## config.mk

```make
export PLATFORM = sky130hd
export DESIGN_NAME = lsu
export DESIGN_NICKNAME = d
export VERILOG_FILES = /design/src/rtl/eka_pkg.sv /design/src/rtl/lsu_align.sv /design/src/rtl/lsu.sv
export SDC_FILE = /design/constraint.sdc
export NUM_CORES = 1
export LEC_CHECK = 0
export ABC_AREA = 1
export BUFFER_PORTS_ARGS = -buffer_cell sky130_fd_sc_hd__buf_2
export CAP_MARGIN = 5
export CELL_PAD_IN_SITES_DETAIL_PLACEMENT = 1
export CELL_PAD_IN_SITES_GLOBAL_PLACEMENT = 1
export CORE_ASPECT_RATIO = 1.25
export CORE_MARGIN = 1
export CORE_UTILIZATION = 30
export CTS_BUF_LIST = sky130_fd_sc_hd__clkbuf_4
export CTS_CLUSTER_DIAMETER = 150
export DETAILED_ROUTE_END_ITERATION = 16
export GPL_TIMING_DRIVEN = 0
export PLACE_DENSITY_LB_ADDON = 0.1
export SLEW_MARGIN = 0
export SYNTH_ARGS = -nofsm -noshare
export SYNTH_HDL_FRONTEND = slang
export SYNTH_SLANG_ARGS = --single-unit
```

## constraint.sdc

```tcl
create_clock -name clk -period 1.5 [get_ports clk]
set_clock_uncertainty 0.2 [all_clocks]
set_input_delay 0.15 -clock clk [delete_from_list [all_inputs] [get_ports clk]]
set_output_delay 0.15 -clock clk [all_outputs]
set_load 0.005 [all_outputs]
```

## src/rtl/eka_pkg.sv

```systemverilog
// eka_pkg: shared definitions for the Eka v1 load/store unit.
//   - funct3 encodings for loads and stores
//   - lsu_state_t FSM encoding (IDLE/REQ/DONE)
//   - lsu_size_t access size and the funct3 -> size decode helper
//   - DMEM_BE_* byte-enable constants
package eka_pkg;

   localparam logic [2:0] F3_LB  = 3'b000;
   localparam logic [2:0] F3_LH  = 3'b001;
   localparam logic [2:0] F3_LW  = 3'b010;
   localparam logic [2:0] F3_LBU = 3'b100;
   localparam logic [2:0] F3_LHU = 3'b101;
   localparam logic [2:0] F3_SB  = 3'b000;
   localparam logic [2:0] F3_SH  = 3'b001;
   localparam logic [2:0] F3_SW  = 3'b010;

   typedef enum logic [1:0] {
      IDLE = 2'd0,
      REQ  = 2'd1,
      DONE = 2'd2
   } lsu_state_t;

   typedef enum logic [1:0] {
      SZ_BYTE = 2'd0,
      SZ_HALF = 2'd1,
      SZ_WORD = 2'd2
   } lsu_size_t;

   localparam logic [3:0] DMEM_BE_NONE = 4'b0000;
   localparam logic [3:0] DMEM_BE_B0   = 4'b0001;
   localparam logic [3:0] DMEM_BE_LO   = 4'b0011;
   localparam logic [3:0] DMEM_BE_HI   = 4'b1100;
   localparam logic [3:0] DMEM_BE_ALL  = 4'b1111;

   // funct3[2] only selects signedness; 011/110/111 fall through to word.
   function automatic lsu_size_t f3_size(input logic [2:0] f3);
      case (f3[1:0])
         2'b00:   return SZ_BYTE;
         2'b01:   return SZ_HALF;
         default: return SZ_WORD;
      endcase
   endfunction

endpackage

```

## src/rtl/lsu_align.sv

```systemverilog
// lsu_align: combinational lane alignment for the load/store unit.
// Store side: byte enables and lane-replicated write data from (st_size, st_off, store_data).
// Load side:  lane extraction and sign/zero extension from (ld_size, ld_sign, ld_off, rdata).
// Ports:
//   st_size, st_off, store_data -> be, wdata
//   ld_size, ld_sign, ld_off, rdata -> load_ext
module lsu_align
   import eka_pkg::*;
(
   input  lsu_size_t   st_size,
   input  logic [1:0]  st_off,
   input  logic [31:0] store_data,
   output logic [3:0]  be,
   output logic [31:0] wdata,
   input  lsu_size_t   ld_size,
   input  logic        ld_sign,
   input  logic [1:0]  ld_off,
   input  logic [31:0] rdata,
   output logic [31:0] load_ext
);

   logic [7:0]  ld_byte;
   logic [15:0] ld_half;

   always_comb begin
      be    = DMEM_BE_ALL;
      wdata = store_data;
      case (st_size)
         SZ_BYTE: begin
            be    = DMEM_BE_B0 << st_off;
            wdata = {4{store_data[7:0]}};
         end
         SZ_HALF: begin
            be    = st_off[1] ? DMEM_BE_HI : DMEM_BE_LO;
            wdata = {2{store_data[15:0]}};
         end
         default: begin
            be    = DMEM_BE_ALL;
            wdata = store_data;
         end
      endcase
   end

   // Halfword lane selected by off[1] only; off[0] is either trapped or ignored.
   always_comb begin
      ld_byte  = rdata[{ld_off, 3'b000} +: 8];
      ld_half  = rdata[{ld_off[1], 4'b0000} +: 16];
      load_ext = rdata;
      case (ld_size)
         SZ_BYTE: load_ext = {{24{ld_sign & ld_byte[7]}}, ld_byte};
         SZ_HALF: load_ext = {{16{ld_sign & ld_half[15]}}, ld_half};
         default: load_ext = rdata;
      endcase
   end

endmodule

```

## src/rtl/lsu.sv

```systemverilog
// lsu: load/store unit for the Eka v1 core. Takes the ALU result as the effective
// address, runs one req/ack data-memory transaction per load/store and returns
// extended load data for writeback, stalling the pipeline while busy.
// Ports:
//   clk, reset                  clock, synchronous active-high reset
//   lsu_valid, mem_read,        instruction qualifiers (read wins if both set)
//   mem_write, funct3
//   ALU_result, store_data      effective address, rs2 value
//   stall                       freeze PC and upstream stages (combinational)
//   load_data, load_valid       extended load result and its one-cycle strobe
//   misaligned                  one-cycle misalignment pulse
//   dmem_req/we/addr/be/wdata   memory request, held stable until dmem_ack
//   dmem_ack, dmem_rdata        memory response
// Build option: define LSU_MISALIGN_TRAP_EN to trap misaligned half/word accesses
// instead of silently aligning them.
module lsu
   import eka_pkg::*;
(
   input  logic        clk,
   input  logic        reset,
   input  logic        lsu_valid,
   input  logic        mem_read,
   input  logic        mem_write,
   input  logic [2:0]  funct3,
   input  logic [31:0] ALU_result,
   input  logic [31:0] store_data,
   output logic        stall,
   output logic [31:0] load_data,
   output logic        load_valid,
   output logic        misaligned,
   output logic        dmem_req,
   output logic        dmem_we,
   output logic [31:0] dmem_addr,
   output logic [3:0]  dmem_be,
   output logic [31:0] dmem_wdata,
   input  logic        dmem_ack,
   input  logic [31:0] dmem_rdata
);

   lsu_state_t  state_q, state_d;
   logic [29:0] addr_q;
   logic [1:0]  off_q;
   lsu_size_t   size_q;
   logic        sign_q, load_q, we_q;
   logic [3:0]  be_q;
   logic [31:0] wdata_q;
   logic [31:0] load_data_q;
   logic        load_valid_q, mis_q;

   logic        access, mis;
   lsu_size_t   in_size;
   logic [3:0]  be_nxt;
   logic [31:0] wdata_nxt, load_ext;

   assign access  = lsu_valid & (mem_read | mem_write);
   assign in_size = f3_size(funct3);

`ifdef LSU_MISALIGN_TRAP_EN
   assign mis = ((in_size == SZ_HALF) & ALU_result[0]) |
                ((in_size == SZ_WORD) & (ALU_result[1:0] != 2'b00));
`else
   assign mis = 1'b0;
`endif

   lsu_align u_align (
      .st_size    (in_size),
      .st_off     (ALU_result[1:0]),
      .store_data (store_data),
      .be         (be_nxt),
      .wdata      (wdata_nxt),
      .ld_size    (size_q),
      .ld_sign    (sign_q),
      .ld_off     (off_q),
      .rdata      (dmem_rdata),
      .load_ext   (load_ext)
   );

   always_comb begin
      state_d = state_q;
      case (state_q)
         IDLE:    if (access) state_d = mis ? DONE : REQ;
         REQ:     if (dmem_ack) state_d = DONE;
         DONE:    state_d = IDLE;
         default: state_d = IDLE;
      endcase
   end

   always_ff @(posedge clk) begin
      if (reset) begin
         state_q      <= IDLE;
         addr_q       <= '0;
         off_q        <= '0;
         size_q       <= SZ_WORD;
         sign_q       <= 1'b0;
         load_q       <= 1'b0;
         we_q         <= 1'b0;
         be_q         <= DMEM_BE_NONE;
         wdata_q      <= '0;
         load_data_q  <= '0;
         load_valid_q <= 1'b0;
         mis_q        <= 1'b0;
      end else begin
         state_q      <= state_d;
         load_valid_q <= 1'b0;
         mis_q        <= 1'b0;
         if (state_q == IDLE && access) begin
            addr_q  <= ALU_result[31:2];
            off_q   <= ALU_result[1:0];
            size_q  <= in_size;
            sign_q  <= ~funct3[2];
            load_q  <= mem_read;
            we_q    <= mem_write & ~mem_read;
            be_q    <= be_nxt;
            wdata_q <= wdata_nxt;
            if (mis) begin
               mis_q <= 1'b1;
               if (mem_read) load_data_q <= '0;
            end
         end
         if (state_q == REQ && dmem_ack && load_q) begin
            load_data_q  <= load_ext;
            load_valid_q <= 1'b1;
         end
      end
   end

   assign stall      = (state_q == IDLE && access) || (state_q == REQ);
   assign dmem_req   = (state_q == REQ);
   assign dmem_we    = we_q & dmem_req;
   assign dmem_addr  = {addr_q, 2'b00};
   assign dmem_be    = be_q;
   assign dmem_wdata = wdata_q;
   assign load_data  = load_data_q;
   assign load_valid = load_valid_q;
   assign misaligned = mis_q;

endmodule

```

==> results of run 1 <==
## worst register-to-register path, stage by stage (launching register included)
cell and delay [ps]:
dfxtp_4 400, nor2_4 150, buf_6 120, nand3_4 150, clkbuf_16 220, a21oi_2 130, nand3_2 120, nand2_1 110
inv_2 40
## repair_timing
action                                  CTS  global route
pin swaps                                32            29
hold buffers                            108             1
setup buffers                            25            13
gates resized for setup                 175            66
hold endpoints to repair                107             4
endpoints found under the setup margin  109           109
gates cloned                              9             1
## layer usage
layer  vias up  part of all wire [%]  global-route usage [%]
met1      2883                    36                   26.70
met4         0                   5.3                   14.70
li1       2902                     -                       -
met5         -                     0                       0
met2       205                    54                   51.24
met3        76                   4.3                   4.457
## synthesized netlist by cell type (2+ instances only)
library cell	instances	share of area [%]
nor2_1	11	0.86
clkbuf_1	22	1.7
o21a_1	15	2.4
nand4_1	7	0.92
o21ai_1	3	0.31
inv_2	3	0.24
a21oi_1	110	12
inv_1	41	3.2
a31oi_1	8	1.0
o21ai_0	45	4.7
a21oi_2	10	1.8
nand2_4	2	0.47
nand2_2	3	0.39
nand3_1	17	1.8
buf_4	4	0.63
nand2_1	217	17
buf_2	17	1.8
dfxtp_1	108	45
inv_4	2	0.26
nand3_2	2	0.42
nor2_8	2	0.84
## logic make-up after synthesis
| family | after synthesis |
|---|---|
| buffers and inverters | 94 |
| DFF | 108 |
| AOI/OAI and AO/OA | 195 |
| and+or+nand+nor | 264 |
| other | 1 |
## report_power, final
| group | total [mW] | internal, mW | switching [mW] |
|---|---|---|---|
| clock | 1.49 | 0.369 | 1.12 |
| sequential | 3.12 | 3.03 | 0.0930 |
| combinational | 1.66 | 0.802 | 0.854 |
## flip-flops by register name (all words and copies together), names as in the netlist
signal,flops
addr_q,30
dmem_be,4
dmem_wdata,32
load_data,32
load_q,1
load_valid,1
off_q,2
sign_q,1
size_q,2
state_q,2
we_q,1
## cells in the final DEF, fill, tap and decap left out, drive strengths merged
cell,n
a211oi,1
a21oi,121
a31oi,8
buf,266
bufbuf,2
clkbuf,31
clkinv,5
conb,3
dfxtp,108
diode,2
dlygate4sd3,107
inv,51
nand2,222
nand3,19
nand4,7
nor2,15
nor3,1
o211a,1
o211ai,1
o21a,15
o21ai,48
## per-stage QoR
stage	util, %	cells	setup TNS (ps)
CTS	53.27	1239	-14110
detailed placement	39.06	1081	-18470
finish	54.38	1246	-7591
floorplan	-	664	0
global placement	39.06	1081	-13810
global route	54.38	1246	-12680
## final cells by class
class / instances / area [µm²] / share of cell area, %
Clock buffer: 9 / 67.56 / 0.7980
Buffer: 44 / 430.4 / 5.083
Sequential cell: 108 / 2172 / 25.65
Timing Repair Buffer: 353 / 2626 / 31.02
Antenna cell: 2 / 5.005 / 0.05911
Multi-Input combinational cell: 462 / 2606 / 30.78
Tap cell: 212 / 265.3 / 3.133
Timing Repair inverter: 1 / 11.26 / 0.1330
Clock inverter: 7 / 57.56 / 0.6798
Inverter: 48 / 225.2 / 2.660
## worst paths after layout
check / from / end / slack [ps] / cells past startpoint
max: state_q[1] / stall / -260 / 5
min: funct3[1] / dmem_wdata[29] / 30 / 6
max reg2reg: state_q[1] / load_data[5] / -230 / 8
min reg2reg: addr_q[1] / addr_q[1] / 280 / 2
==> metrics.md, run 1 <==
| Metric | Value |
|---|---|
| CTS Buf Count | `9` |
| Die X | `around 110 µm` |
| Status | `complete, but fails checks` |
| Tightest Pin Transition | `803.3 ps` |
| CP cell instances | `nor2_4, nand3_4, clkbuf_16, nand2_4, buf_6` |
| Antenna-violating nets left | `0` |
| Largest family of logic cells by synthesized area | `simple AND/OR/NAND/NOR gates` |
| CP peak stage delay | `400 ps` |
| First-pass GRT wire length | `roughly 33,000 µm` |
| Hold slack | `33.75 ps` |
| DR WL/cell | `17.72 µm` |
| Worst path bufs/invs | `2` |
| Fraction of registers with async set/reset | `0%` |
| Failing checks | `setup timing` |
| Fin crit period | `approximately 1800 ps` |
| Count of max-cap constraint violations | `0` |
| Initial antenna violation count | `2` |
| # rows | `51` |
| Cell Pwr Density | `~740 nW/µm²` |
| Dpl hpwl | `approximately 14,000 µm` |
| Maximum clock path buffer count | `2` |
| Design Area, Final | `~8500 µm²` |
| Clk sinks | `108` |
| Vias in the first global route | `approximately 6.5k` |
| Final hold viol count | `0` |
| VDD IR max | `~0.00042 V` |
| Tot GR Track Use | `around a quarter` |
| Routability cong. | `between 0.8 and 0.9` |
| Gr ovfl total | `0` |
| Synthesized area | `4783 µm²` |
| IO Port Bufs | `slightly above 200` |
| Area Overhead vs Synth | `77.01%` |
| CP startpoint kind | `register` |
| Synth Flop Type | `dfxtp_1` |
| Syn Area/Cell | `between 7 and 8 µm²` |
| Delay-heaviest family, CP | `flip-flops` |
| Number of synthesized flops with an enable pin | `0` |
| Io pins | `210` |
| Critical path peak fanout | `2` |
| Multiplexer area fraction after synthesis | `0%` |
| Crit. End Element | `output port` |
| Slowest cell on crit path | `dfxtp_4` |
| P_leak | `~4.0 nW` |
| Slew Viols, Final | `0` |
| Fin crit share | `117.1%` |
| H-tree levels | `3` |
| Syn Inst Count | `around 660` |
| Final setup margin | `-257.0 ps` |
| Drt initial violations | `approximately 230` |
| Adder and majority gate portion of the synthesized area | `0%` |
| Synth Area in Compound Gates | `22.63%` |
| Crit path required time | `about 1200 ps` |
| Largest net degree at the start of global routing | `20` |
| CTS tree | `done` |
| Final setup fails | `between 70 and 80` |
| XOR/XNOR Fraction of Synth Area | `0%` |
| Vias post-DR | `between 6k and 7k` |
| Fill cells | `roughly 2.0k` |
| Share of layout cells above drive strength 1 | `between 30% and 40%` |
| Drt drc | `0` |
| Drt first pass iters | `4` |
| Total chip power | `6.263 mW` |
| Max-slew headroom | `46.45%` |
| Nets | `between 1k and 1.5k` |
| Final wirelength | `22,080 µm` |
| CTS root buf | `clkbuf_4` |
| #FFs+latches synth | `between 100 and 150` |
| Total core area | `~16,000 µm²` |
| Netlist cell types | `34` |
| Pre-CTS setup slack | `-292.4 ps` |
| Die area | `roughly 16,000 µm²` |
| Placed cell area | `between 6000 and 7000 µm²` |
| Die Ht | `approximately 140 µm` |
| Post-Synth Simple-Gate Area | `a little under a quarter` |
| Critical path class | `reg -> out` |
| Vias/cell | `4.868` |
| Peak Freq | `approximately 570 MHz` |
| Yosys warning total | `0` |
| Critical Path AT | `1410 ps` |
| Unrepaired setup endpoints after global routing | `yes` |
| Clk_lat worst skew | `520 ps` |
| Worst Hold Class | `in -> reg` |
| Register area share after synthesis | `between 40 and 50%` |
| Clock-pin transition on the worst setup and hold timing paths | `~190 ps` |
| Initial Utilization | `30.72%` |
Note: power is estimated with default switching activity, not from simulation.
==> run 2: changes to the inputs <==
CORE_UTILIZATION = 31   (was 30)
SKIP_CTS_REPAIR_TIMING = 1   (was not set)
SYNTH_HIERARCHICAL = 1   (was not set)
TNS_END_PERCENT = 1   (was not set)
==> metrics.md, run 2 <==
| Metric | Value |
|---|---|
| Peak Freq | `just over 500 MHz` |
| Worst Hold Class | `in -> reg` |
| DR WL/cell | `roughly 14 µm` |
| Slew Viols, Final | `0` |
| Count of max-cap constraint violations | `0` |
| Commonest non-fill, non-tap cell in the layout | `nand2_1` |
| Dpl hpwl | `between 10,000 and 15,000 µm` |
| Final setup fails | `86` |
| Syn Inst Count | `approximately 940` |
| # rows | `54` |
| CP startpoint kind | `register` |
| Die X | `about 120 µm` |
| Io pins | `210` |
| Failing checks | `hold timing, setup timing` |
| Gr ovfl total | `0` |
| Final hold viol count | `1` |
| Routability cong. | `0.8578` |
| Top cell type's share of synthesized area | `a little under two fifths` |
| Drt drc | `0` |
| Fin crit period | `about 1900 ps` |
| Fraction of registers with async set/reset | `0%` |
| Drt first pass iters | `4` |
| Synth Flop Type | `dfxtp_1` |
| Cell with the most instances after synthesis | `nand2_1` |
| Largest net degree at the start of global routing | `17` |
| Tot GR Track Use | `just over 20%` |
| Critical path peak fanout | `6` |
| Fin crit share | `129.4%` |
| Total core area | `between 15,000 and 20,000 µm²` |
| Crit. End Element | `output port` |
| Initial Utilization | `between 30% and 40%` |
| Register area share after synthesis | `around two fifths` |
| Unrepaired setup endpoints after global routing | `yes` |
| Vias/cell | `4.350` |
| Yosys warning total | `6` |
| Nets | `about 1.4k` |
| Syn Area/Cell | `just over 6 µm²` |
| Max-slew headroom | `roughly three fifths` |
| #FFs+latches synth | `about 110` |
| Ranking of synthesized cells by area | `dfxtp_1 (38%), nand2_1 (23%), nor2_1 (14%)` |
| Final setup margin | `-440.6 ps` |
| Most frequent cells in the layout | `nand2_1 (347), buf_2 (214), nor2_1 (182), inv_1 (126)` |
| Critical path class | `reg -> out` |
| Initial antenna violation count | `1` |
| Total chip power | `~6.3 mW` |
| Tightest Pin Transition | `around 590 ps` |
| VDD IR max | `around 0.00045 V` |
| Drt initial violations | `around 230` |
| First-pass GRT wire length | `~29,000 µm` |
| Antenna-violating nets left | `0` |
| P_leak | `4.853 nW` |
| Pre-CTS setup slack | `-290.0 ps` |
| Final wirelength | `roughly 21,000 µm` |
| Synthesized area | `around 5700 µm²` |
| Vias post-DR | `between 6k and 7k` |
| Die Ht | `between 150 and 200 µm` |
| Share of layout cells above drive strength 1 | `27.01%` |
| Crit path required time | `1150 ps` |
| CTS Buf Count | `9` |
| Fill cells | `around 2.4k` |
| Area Overhead vs Synth | `47.99%` |
| Netlist cell types | `25` |
| Clk_lat worst skew | `slightly below 500 ps` |
| Cell Pwr Density | `between 700 and 800 nW/µm²` |
| H-tree levels | `3` |
| Clock-pin transition on the worst setup and hold timing paths | `about 170 ps` |
| CTS tree | `done` |
| CTS root buf | `clkbuf_4` |
| Post-synth top area cell | `dfxtp_1` |
| Vias in the first global route | `between 5k and 6k` |
| Hold slack | `-183.9 ps` |
| Top post-synthesis cells by count | `nand2_1 (348), nor2_1 (214), inv_1 (126)` |
| Die area | `about 19,000 µm²` |
| Maximum clock path buffer count | `2` |
| Clk sinks | `108` |
| IO Port Bufs | `206` |
| Number of synthesized flops with an enable pin | `0` |
| Status | `complete, but fails checks` |
| Critical Path AT | `around 1600 ps` |
==> run 2: changes by cell type in the layout (fill, tap and decap cells not counted), sizes merged, moves of 6 or more <==
| cell | change |
|---|---|
| a21oi | -118 |
| inv | +79 |
| o21ai | -34 |
| nor2 | +202 |
| nand3 | +21 |
| a31oi | -8 |
| buf | -11 |
| nand2 | +131 |
| o211ai | +6 |
| o21a | -15 |
==> run 2: where the power goes <==
part           internal (mW)  total, mW  switching, mW
combinational          0.828       1.80          0.971
clock                  0.316       1.36           1.05
sequential              3.07       3.18          0.107
total                   4.21       6.34           2.13
==> run 2: layout make-up <==
class	instances	area, µm²	area share, %
clock buffers	9	67.56	0.8040
multi-input cells	641	2799	33.31
flip-flops and latches	108	2171	25.83
inverters	130	490.5	5.837
repair buffers	318	2136	25.42
diodes	1	2.502	0.02978
plain buffers	59	425.4	5.063
clock inverters	5	31.28	0.3722
well taps	224	280.3	3.335
==> run 2: worst paths after layout <==
path,start,end,slack [ps],depth (start not counted)
max,state_q[0],stall,-440,6
min,funct3[0],size_q[0],-180,5
min reg2reg,we_q,we_q,290,2
max reg2reg,size_q[1],load_data[21],-170,11
==> run 2: critical path, stage by stage (launching register included) <==
cell,delay [ps]
dfxtp_2,380
nor2_4,160
nand3_4,140
buf_8,170
buf_8,120
nand2_4,40
buf_6,90
==> run 2: kinds of logic (layout without fill, tap and decap cells) <==
family          count (synthesis)  after routing  share of synthesized area, %
compound gates                 25             25                         2.556
buf+inv                       189            521                         14.63
flops                         108            108                         38.08
other cells                     1              4                       0.06605
simple gates                  613            613                         44.67
==> run 2: routing by layer <==
layer | GRT usage [%] | up-vias | share of wire (%)
met3 | 5.896 | 25 | 5.4
li1 | - | 3378 | -
met2 | 36.17 | 174 | 52
met1 | 23.42 | 2926 | 41
met4 | 5.049 | 0 | 1.4
met5 | 0 | - | 0
==> run 2: stage by stage <==
step | utilization (%) | instances | setup TNS [ps] | area, µm²
3_3_place_gp | 39.53 | 1368 | -10340 | 6997
4_1_cts | 40.08 | 1382 | -13180 | 7096
2_1_floorplan | - | 938 | 0 | 5685
3_5_place_dp | 39.53 | 1368 | -11410 | 6997
5_1_grt | 47.47 | 1495 | -21550 | 8403
6_report | 47.47 | 1495 | -12500 | 8403
